`src/rtl/demux_pkg.sv`:
```
// Shared definitions for the 1-by-3 registered demultiplexer.
// Optional drop counter is enabled with macro DEMUX_DROP_CNT_EN.
package demux_pkg;

  localparam int unsigned DEMUX_WIDTH_DEF = 34;
  localparam int unsigned NUM_CH          = 3;
  localparam logic [1:0]  SEL_DROP        = 2'b11;

  typedef enum logic {
    CH_EMPTY = 1'b0,
    CH_FULL  = 1'b1
  } ch_state_e;

endpackage

```
`src/rtl/demux_chan_reg.sv`:
```
// One-entry channel register with load/valid/ready handshake.
// 'space' tells the upstream side a load would be accepted this cycle.
module demux_chan_reg
  import demux_pkg::*;
#(
  parameter int unsigned WIDTH = DEMUX_WIDTH_DEF
) (
  input  logic             clk,
  input  logic             rst_n,
  input  logic             load,
  input  logic [WIDTH-1:0] load_data,
  input  logic             out_ready,
  output logic             out_valid,
  output logic [WIDTH-1:0] out_data,
  output logic             space
);

  ch_state_e        state;
  ch_state_e        state_nxt;
  logic [WIDTH-1:0] data_q;

  // Entry state register; reset discards any held word.
  always_ff @(posedge clk) begin
    if (!rst_n) begin
      state <= CH_EMPTY;
    end else begin
      state <= state_nxt;
    end
  end

  // Data register only changes on a load, so it holds while stalled or idle.
  always_ff @(posedge clk) begin
    if (!rst_n) begin
      data_q <= '0;
    end else if (load) begin
      data_q <= load_data;
    end
  end

  // Next-state logic: fill on load, drain on ready, refill on both.
  always_comb begin
    state_nxt = state;
    case (state)
      CH_EMPTY: if (load) state_nxt = CH_FULL;
      CH_FULL:  if (out_ready && !load) state_nxt = CH_EMPTY;
      default:  state_nxt = CH_EMPTY;
    endcase
  end

  // Handshake outputs derived from the registered state.
  always_comb begin
    out_valid = (state == CH_FULL);
    space     = (state == CH_EMPTY) || out_ready;
  end

  assign out_data = data_q;

endmodule

```
`src/rtl/demux_1_by_3_reg.sv`:
```
// 1-by-3 registered demultiplexer; in_sel 2'b11 discards the word.
// Define DEMUX_DROP_CNT_EN to add the saturating drop_cnt output.
module demux_1_by_3_reg
  import demux_pkg::*;
#(
  parameter int unsigned WIDTH = DEMUX_WIDTH_DEF
) (
  input  logic             clk,
  input  logic             rst_n,
  input  logic             in_valid,
  output logic             in_ready,
  input  logic [WIDTH-1:0] in_data,
  input  logic [1:0]       in_sel,
  output logic             out_valid_0,
  output logic             out_valid_1,
  output logic             out_valid_2,
  input  logic             out_ready_0,
  input  logic             out_ready_1,
  input  logic             out_ready_2,
  output logic [WIDTH-1:0] out_data_0,
  output logic [WIDTH-1:0] out_data_1,
  output logic [WIDTH-1:0] out_data_2
`ifdef DEMUX_DROP_CNT_EN
  ,
  output logic [15:0]      drop_cnt
`endif
);

  logic [NUM_CH-1:0] ch_ready;
  logic [NUM_CH-1:0] ch_valid;
  logic [NUM_CH-1:0] ch_space;
  logic [NUM_CH-1:0] ch_load;
  logic [WIDTH-1:0]  ch_data [NUM_CH];
  logic              accept;

  assign ch_ready = {out_ready_2, out_ready_1, out_ready_0};

  // Readiness for the selected destination; discards are always taken.
  always_comb begin
    in_ready = 1'b1;
    case (in_sel)
      2'b00:   in_ready = ch_space[0];
      2'b01:   in_ready = ch_space[1];
      2'b10:   in_ready = ch_space[2];
      default: in_ready = 1'b1;
    endcase
  end

  // Gating loads with rst_n keeps words out of the channels during reset.
  always_comb begin
    accept = in_valid && in_ready && rst_n;
  end

  for (genvar k = 0; k < NUM_CH; k++) begin : g_ch
    assign ch_load[k] = accept && (in_sel == 2'(k));

    demux_chan_reg #(
      .WIDTH (WIDTH)
    ) u_chan (
      .clk       (clk),
      .rst_n     (rst_n),
      .load      (ch_load[k]),
      .load_data (in_data),
      .out_ready (ch_ready[k]),
      .out_valid (ch_valid[k]),
      .out_data  (ch_data[k]),
      .space     (ch_space[k])
    );
  end

  assign out_valid_0 = ch_valid[0];
  assign out_valid_1 = ch_valid[1];
  assign out_valid_2 = ch_valid[2];
  assign out_data_0  = ch_data[0];
  assign out_data_1  = ch_data[1];
  assign out_data_2  = ch_data[2];

`ifdef DEMUX_DROP_CNT_EN
  logic [15:0] drop_q;

  // Saturating count of discarded words.
  always_ff @(posedge clk) begin
    if (!rst_n) begin
      drop_q <= '0;
    end else if (accept && (in_sel == SEL_DROP) && (drop_q != '1)) begin
      drop_q <= drop_q + 16'd1;
    end
  end

  assign drop_cnt = drop_q;
`endif

endmodule

```
`config.mk`:
```
export PLATFORM = sky130hd
export DESIGN_NAME = demux_1_by_3_reg
export DESIGN_NICKNAME = d
export VERILOG_FILES = /design/src/rtl/demux_pkg.sv /design/src/rtl/demux_chan_reg.sv /design/src/rtl/demux_1_by_3_reg.sv
export SDC_FILE = /design/constraint.sdc
export NUM_CORES = 1
export LEC_CHECK = 0
export BUFFER_PORTS_ARGS = -buffer_cell sky130_fd_sc_hd__buf_2
export CAP_MARGIN = 20
export CORE_MARGIN = 4
export CORE_UTILIZATION = 25
export DETAILED_ROUTE_END_ITERATION = 10
export GPL_ROUTABILITY_DRIVEN = 0
export PLACE_DENSITY_LB_ADDON = 0.12
export SLEW_MARGIN = 20
export SYNTH_ARGS = -nofsm -noshare
export SYNTH_HDL_FRONTEND = slang
export SYNTH_HIERARCHICAL = 1
export SYNTH_SLANG_ARGS = --single-unit
```
`constraint.sdc`:
```
create_clock -name clk -period 4.2 [get_ports clk]
set_input_delay 1.05 -clock clk [delete_from_list [all_inputs] [get_ports clk]]
set_output_delay 1.05 -clock clk [all_outputs]
set_load 0.005 [all_outputs]
```
==> results.toml, run 1 <==
[status]
status = "complete, no violations"

[clocking]
cts_buffers = 9
cts_tree = "yes"
holdBufCountCts = 0
post_cts_buffers = 0
cts.clk_slew.worst_paths_ps = 70
cts_root_buf = "clkbuf_16"
ctsLongestPathBuffers = 2
clkSinkCount = 105
cts-resized-gates = 0
clkLatencyLatePin_ps = 350
cts_max_level = 3

[sta]
setup_ws_ps = 1520
setup_viol = 0
period_minus_slack_ps = 2680
rsz0062_at_grt = "false"
fin_worst_skew_ps = 7.85
max_freq_ghz = 0.373
finalHoldViolations = 0
drv_slew = 0
fin_tns_setup_ps = 0
slew_headroom = 0.441
worstMarginPinSlew_ps = 839
post-route-period-util = 0.638

[die]
die_x_um = 136
rows = 46
io_pins = 148
start_util = 0.257
fp.dieH_um = 136
die_area_um2 = 18600
coreArea_um2 = 16000

[critical_path]
rr_endpoint = "g_ch[1].u_chan/out_data[11]"
r2r_start = "g_ch[1].u_chan/out_valid"
critPathArrivalTime_ps = 1630
r2r_setup_slack_ps = 2520
crit_fanout = 3
crit_required_ps = 3150
start_kind = "input pin"
path_class = "in2out"
timing.critical_path.to_type = "output pin"
reg2regPathDepth = 6

[power_and_ir_drop]
swShare = 0.220
ir_worst_vdd_mv = 0.194
power_density_nw_per_um2 = 398
leakage_nw = 2.12
clock_power_share = 0.441
seqPwrFrac = 0.491
internal-power_mw = 1.63
combPwrFrac = 0.067
power.total_mw = 2.09
p_switching_mw = 0.459

[placement]
place_ws_ps = 1520
dp_hpwl_um = 6440
placement.io_buffers = 147
placed_area_um2 = 4920

[min_path]
hp-start = "g_ch[0].u_chan/out_data[9]"
min_path_type = "reg2reg"
hold_end = "g_ch[0].u_chan/out_data[9]"
min_path_cells = 2

[flow_run]
cap_violations = 0

[detailed_routing]
drt_iter0_markers = 86
vias = 2826
drt_pass1_iterations = 4
postRouteAntennaNets = 0
vias_per_cell = 3.98
drc = 0
wl_per_cell_um = 14.0
drt_wl_total_um = 9970

[yosys]
ys_types = 13
syn_nets = 390
yosysSeqAreaShare = 0.511
synth_compound_area_frac = 0.00547
syn_inst = 348
synth-xor-area-share = 0
syn_area_per_cell_um2 = 11.8
synth_top_family_by_area = "multiplexers"
synth_simple_gate_area_frac = 0.168
synthAdderAreaFrac = 0
ys_seq_elements = 105
synth.area.mux_share = 0.253
synth_warnings = 6
synth_area_um2 = 4120

[finish]
antenna_cells = 0
area_delta_synth_final_pct = 27.5
postLayoutCoreUtil = 0.328
finalNetCount = 531
drive_gt1_frac = 0.344
finish.instance_area_um2 = 5250

[global_routing]
gr-usage-all-layers = 0.107
grt_pass1_vias = 2801
overflow = 0
antenna_found_initial = 0
grt_max_degree = 106
grt_pass1_wl_um = 15500
[layer usage]
metal,GRT usage,share of wire,vias to the layer above
li1,-,-,1433
met1,0.138,0.45,1304
met2,0.165,0.46,81
met3,0.0363,0.075,8
met4,0.0437,0.015,0
met5,0,0,-
[layout make-up]
class | instances | area (µm²)
Fill cell | 1727 | 10800
Sequential cell | 105 | 2100
Multi-Input combinational cell | 219 | 1770
Timing Repair Buffer | 151 | 766
Tap cell | 216 | 270
Clock buffer | 10 | 239
Clock inverter | 6 | 87.6
Inverter | 3 | 11.3
[cells by family (layout without fill, tap and decap cells)]
| logic type | count (synthesis) | after routing |
|---|---|---|
| flip-flops | 105 | 105 |
| AO/OA/AOI/OAI | 3 | 3 |
| buffers and inverters | 24 | 170 |
| AND/OR/NAND/NOR | 112 | 112 |
| multiplexers | 104 | 104 |
[cells in the final DEF (no fill, tap or decap), types with 2 or more instances in the layout]
| cell type | count |
|---|---|
| nand2_1 | 3 |
| nand2b_1 | 3 |
| mux2i_1 | 104 |
| inv_6 | 2 |
| inv_1 | 3 |
| nor2b_1 | 102 |
| buf_2 | 147 |
| clkinv_2 | 2 |
| dfxtp_1 | 105 |
| nor3_2 | 2 |
| clkbuf_16 | 9 |
| a21boi_0 | 3 |
| buf_4 | 4 |
| bufinv_16 | 2 |
[synthesized netlist by cell type, drive strengths merged]
cell type	instances	area share
a21boi	3	0.0055
buf	12	0.052
clkbuf	9	0.0082
dfxtp	105	0.51
inv	3	0.0027
mux2i	104	0.25
nand2	3	0.0027
nand2b	3	0.0046
nor2	1	0.00091
nor2b	102	0.16
nor3	2	0.0024
nor4b	1	0.0021
[registers in the layout, indices dropped and copies added, names as in the netlist]
register / cells
g_ch.u_chan/out_data: 102
g_ch.u_chan/out_valid: 3
[stage by stage]
stage / hold WS (ps) / instances
finish: 511 / 710
global route: 542 / 710
detailed placement: 499 / 694
floorplan: 507 / 348
global placement: 491 / 694
CTS: 518 / 710
[worst max path at each step]
stage	start	end	slack, ps
6_report	out_ready_1	in_ready	1520
4_1_cts	out_ready_1	in_ready	1510
5_1_grt	out_ready_1	in_ready	1440
2_1_floorplan	out_ready_1	in_ready	1750
3_3_place_gp	out_ready_1	in_ready	1510
3_5_place_dp	out_ready_1	in_ready	1520
[power groups by stage]
| stage | combinational [mW] | clock, mW | sequential [mW] |
|---|---|---|---|
| 2_1_floorplan | 0.0809 | 0 | 1.05 |
| 3_3_place_gp | 0.143 | 0 | 1.05 |
| 3_5_place_dp | 0.145 | 0 | 1.05 |
| 4_1_cts | 0.144 | 0.966 | 1.03 |
| 5_1_grt | 0.156 | 1.00 | 1.03 |
| 6_report | 0.140 | 0.922 | 1.03 |
[worst max-delay path, stage by stage]
cell	delay, ps
buf_2	90
nand2b_1	150
mux2i_1	130
mux2i_1	80
buf_2	120
(Power assumes the default switching activity.)
==> run 2, diff against run 1 <==
==> constraint.sdc (replaced) <==
create_clock -name clk -period 2.8 [get_ports clk]
set_input_delay 0.7 -clock clk [delete_from_list [all_inputs] [get_ports clk]]
set_output_delay 0.7 -clock clk [all_outputs]
set_load 0.005 [all_outputs]
==> results.toml, run 2 (synthesized netlist as in run 1, its figures left out) <==
[status]
status = "complete, no violations"

[sta]
setup_viol = 0
worstMarginPinSlew_ps = 886
drv_slew = 0
finalHoldViolations = 0
period_minus_slack_ps = 2000
slew_headroom = 0.409
fin_tns_setup_ps = 0
post-route-period-util = 0.716
rsz0062_at_grt = "false"
fin_worst_skew_ps = 10.8
max_freq_ghz = 0.499

[clocking]
cts_max_level = 3
cts-resized-gates = 0
cts.clk_slew.worst_paths_ps = 70
ctsLongestPathBuffers = 2
holdBufCountCts = 0
post_cts_buffers = 0
cts_root_buf = "clkbuf_16"
clkSinkCount = 105
cts_tree = "yes"
cts_buffers = 9
clkLatencyLatePin_ps = 350

[global_routing]
antenna_found_initial = 0
grt_use_met1 = 0.130
busiest_layer = "met2"
gr-usage-all-layers = 0.109
grt_max_degree = 106
globalRouteMet3Util = 0.0511
grt_pass1_vias = 2881
grt_pass1_wl_um = 15600
grt_use_met2 = 0.173
overflow = 0

[finish]
final_cells = 712
drive_gt1_frac = 0.347
largest_reg_flops = 102
mostFrequentLayoutCells = "buf_2 (147), dfxtp_1 (105), mux2i_1 (104)"
final_common_cell = "buf_2"
area_delta_synth_final_pct = 27.3
antenna_cells = 0
postLayoutCoreUtil = 0.327
finalNetCount = 533

[detailed_routing]
drt_iter0_markers = 74
vias_per_cell = 3.93
drc = 0
drt_wl_total_um = 10100
postRouteAntennaNets = 0
vias = 2797
drt_pass1_iterations = 4
wl_per_cell_um = 14.1

[min_path]
min_path_type = "reg2reg"

[critical_path]
crit_required_ps = 2100
path_class = "in2out"
path_cells = "buf_2, nand2b_1, mux2i_1, mux2i_1, buf_2"
critPathArrivalTime_ps = 1300
cp_slowest_cell = "nand2b_1"
crit_fanout = 3
start_kind = "input pin"
max_stage_delay_ps = 170
timing.critical_path.to_type = "output pin"

[power_and_ir_drop]
leakage_nw = 2.11
power.total_mw = 2.98
ir_worst_vdd_mv = 0.299
power_density_nw_per_um2 = 569

[die]
io_pins = 148
coreArea_um2 = 16000
fp.dieH_um = 136
start_util = 0.257
die_x_um = 136
die_area_um2 = 18600
rows = 46

[flow_run]
cap_violations = 0

[placement]
placement.io_buffers = 147
place_inst = 696
dp_hpwl_um = 6820
[run 2: cell types whose count changed in the layout (fill, tap and decap cells not counted), sizes merged]
cell,change
inv,-1
clkinv,+2
clkinvlp,+1
buf,+2
bufinv,-2
[run 2: critical path, delay by kind of cell]
family,cells,cell delay (ps)
and+or+nand+nor,1,170
muxes,2,220
buffers and inverters,2,220
[run 2: layer usage]
layer	wire length [µm]	up-vias
met4	114	0
li1	-	1439
met2	4630	86
met5	0	-
met3	862	7
met1	4470	1265
[run 2: layout make-up]
cell class / count / area [µm²]
Fill cell: 1739 / 10800
Timing Repair Buffer: 153 / 793
Multi-Input combinational cell: 219 / 1770
Tap cell: 216 / 270
Clock buffer: 10 / 239
Inverter: 3 / 11.3
Sequential cell: 105 / 2100
Clock inverter: 6 / 51.3
[run 2: final timing paths]
path	from	end	slack, ps	cells after the start
worst max-delay path	out_ready_0	in_ready	800	5
worst min-delay path	g_ch[2].u_chan/out_data[28]	g_ch[2].u_chan/out_data[28]	510	2
worst max register to register	g_ch[1].u_chan/out_valid	g_ch[1].u_chan/out_data[10]	1260	6
worst min register to register	g_ch[2].u_chan/out_data[28]	g_ch[2].u_chan/out_data[28]	510	2
[run 2: metrics by stage]
step	area, µm²	setup WS, ps	hold WS (ps)
after floorplan	4120	1020	507
after global placement	4950	768	491
after detailed placement	4950	731	500
after CTS	5240	786	519
after global routing	5240	746	536
final	5240	796	510
[run 2: power breakdown]
part	switching (mW)	internal, mW	leakage [nW]
clock	0.590	0.638	0.139
combinational	0.104	0.109	1.12
sequential	0.0158	1.52	0.850
==> run 3, diff against run 2 <==
==> constraint.sdc (replaced) <==
create_clock -name clk -period 1.68 [get_ports clk]
set_input_delay 0.42 -clock clk [delete_from_list [all_inputs] [get_ports clk]]
set_output_delay 0.42 -clock clk [all_outputs]
set_load 0.005 [all_outputs]
==> results.toml, run 3 (synthesized netlist as in run 1, its figures left out) <==
[critical_path]
path_class = "reg2out"
cp.buffers_inverters = 1
crit_required_ps = 1260
cp_slowest_cell = "dfxtp_1"
cp_common_cell = "mux2i_1"
max_stage_delay_ps = 350
start_kind = "flop"
critPathArrivalTime_ps = 1130
cp_top_family = "flip-flops"
path_cells = "nand2b_1, mux2i_1, mux2i_1, buf_2"
timing.critical_path.to_type = "output pin"
crit_fanout = 3

[detailed_routing]
postRouteAntennaNets = 0
vias_per_cell = 3.95
drt_iter0_markers = 78
wl_per_cell_um = 14.1
drt_wl_total_um = 10000
vias = 2814
drt_pass1_iterations = 6
drc = 0

[global_routing]
grt_pass1_vias = 2862
overflow = 0
grt_max_degree = 106
gr-usage-all-layers = 0.109
grt_pass1_wl_um = 15600
antenna_found_initial = 0

[finish]
final_cells = 712
largest_reg_flops = 102
postLayoutCoreUtil = 0.331
final_common_cell = "buf_2"
multi_input_area_um2 = 1770
finalNetCount = 535
drive_gt1_frac = 0.345
mostFrequentLayoutCells = "buf_2 (147), dfxtp_1 (105), mux2i_1 (104)"
seqCellArea_um2 = 2100
area_delta_synth_final_pct = 28.7
n_fill_cell = 1706
finish.instance_area_um2 = 5300
antenna_cells = 0

[clocking]
holdBufCountCts = 0
ctsLongestPathBuffers = 2
clkLatencyLatePin_ps = 340
cts_buffers = 9
cts_root_buf = "clkbuf_16"
post_cts_buffers = 0
clkSinkCount = 105
cts-resized-gates = 0
cts_max_level = 3
cts_tree = "yes"
cts.clk_slew.worst_paths_ps = 70

[sta]
period_minus_slack_ps = 1550
drv_slew = 0
max_freq_ghz = 0.644
slew_headroom = 0.439
fin_worst_skew_ps = 3.47
rsz0062_at_grt = "false"
setup_viol = 0
post-route-period-util = 0.924
fin_tns_setup_ps = 0
finalHoldViolations = 0
worstMarginPinSlew_ps = 842

[die]
die_x_um = 136
rows = 46
fp.dieH_um = 136
io_pins = 148
die_area_um2 = 18600
start_util = 0.257
coreArea_um2 = 16000

[min_path]
min_path_type = "in2reg"

[power_and_ir_drop]
power.total_mw = 5.02
ir_worst_vdd_mv = 0.413
power_density_nw_per_um2 = 948
leakage_nw = 2.13

[placement]
place_inst = 698
dp_hpwl_um = 6800
placed_area_um2 = 5010
placement.io_buffers = 147

[flow_run]
cap_violations = 0

[status]
status = "complete, no violations"
run 3: per-layer routing:
layer	global-route usage	routed length, µm	vias to the layer above
li1	-	-	1433
met1	0.139	4550	1292
met2	0.163	4490	82
met3	0.0470	854	7
met4	0.0370	121	0
met5	0	0	-
run 3: final cells by class:
cell class | instances | share of cell area
repair buffers | 155 | 0.162
multi-input cells | 219 | 0.334
clock buffers | 11 | 0.0458
flip-flops and latches | 105 | 0.397
inverters | 3 | 0.00213
well taps | 216 | 0.0510
clock inverters | 3 | 0.00803
run 3: worst register-to-register path, stage by stage, from the launching register on:
cell      delay (ps)
dfxtp_1          310
nand2b_1         100
nand2_1           70
nor3_2           250
buf_4            310
mux2i_1          240
nor2b_1           60
run 3: report_power, final:
| group | internal [mW] | total, mW | switching [mW] |
|---|---|---|---|
| sequential | 2.54 | 2.57 | 0.0261 |
| combinational | 0.189 | 0.362 | 0.173 |
| clock | 1.18 | 2.09 | 0.914 |
| total | 3.91 | 5.02 | 1.11 |
run 3: final timing paths:
path,from,to,slack (ps),depth (start not counted)
worst max register to register,g_ch[1].u_chan/out_valid,g_ch[1].u_chan/out_data[1],220,6
worst min register to register,g_ch[2].u_chan/out_data[20],g_ch[2].u_chan/out_data[20],510,2
worst max-delay path,g_ch[0].u_chan/out_valid,in_ready,130,4
worst min-delay path,in_data[20],g_ch[0].u_chan/out_data[20],370,3
run 3: through the flow:
step                      hold slack (ps)  setup slack (ps)
final                                 368               128
after global routing                  352              23.5
after CTS                             347              99.3
after detailed placement              497             -27.2
after global placement                491              3.51
after floorplan                       507               175
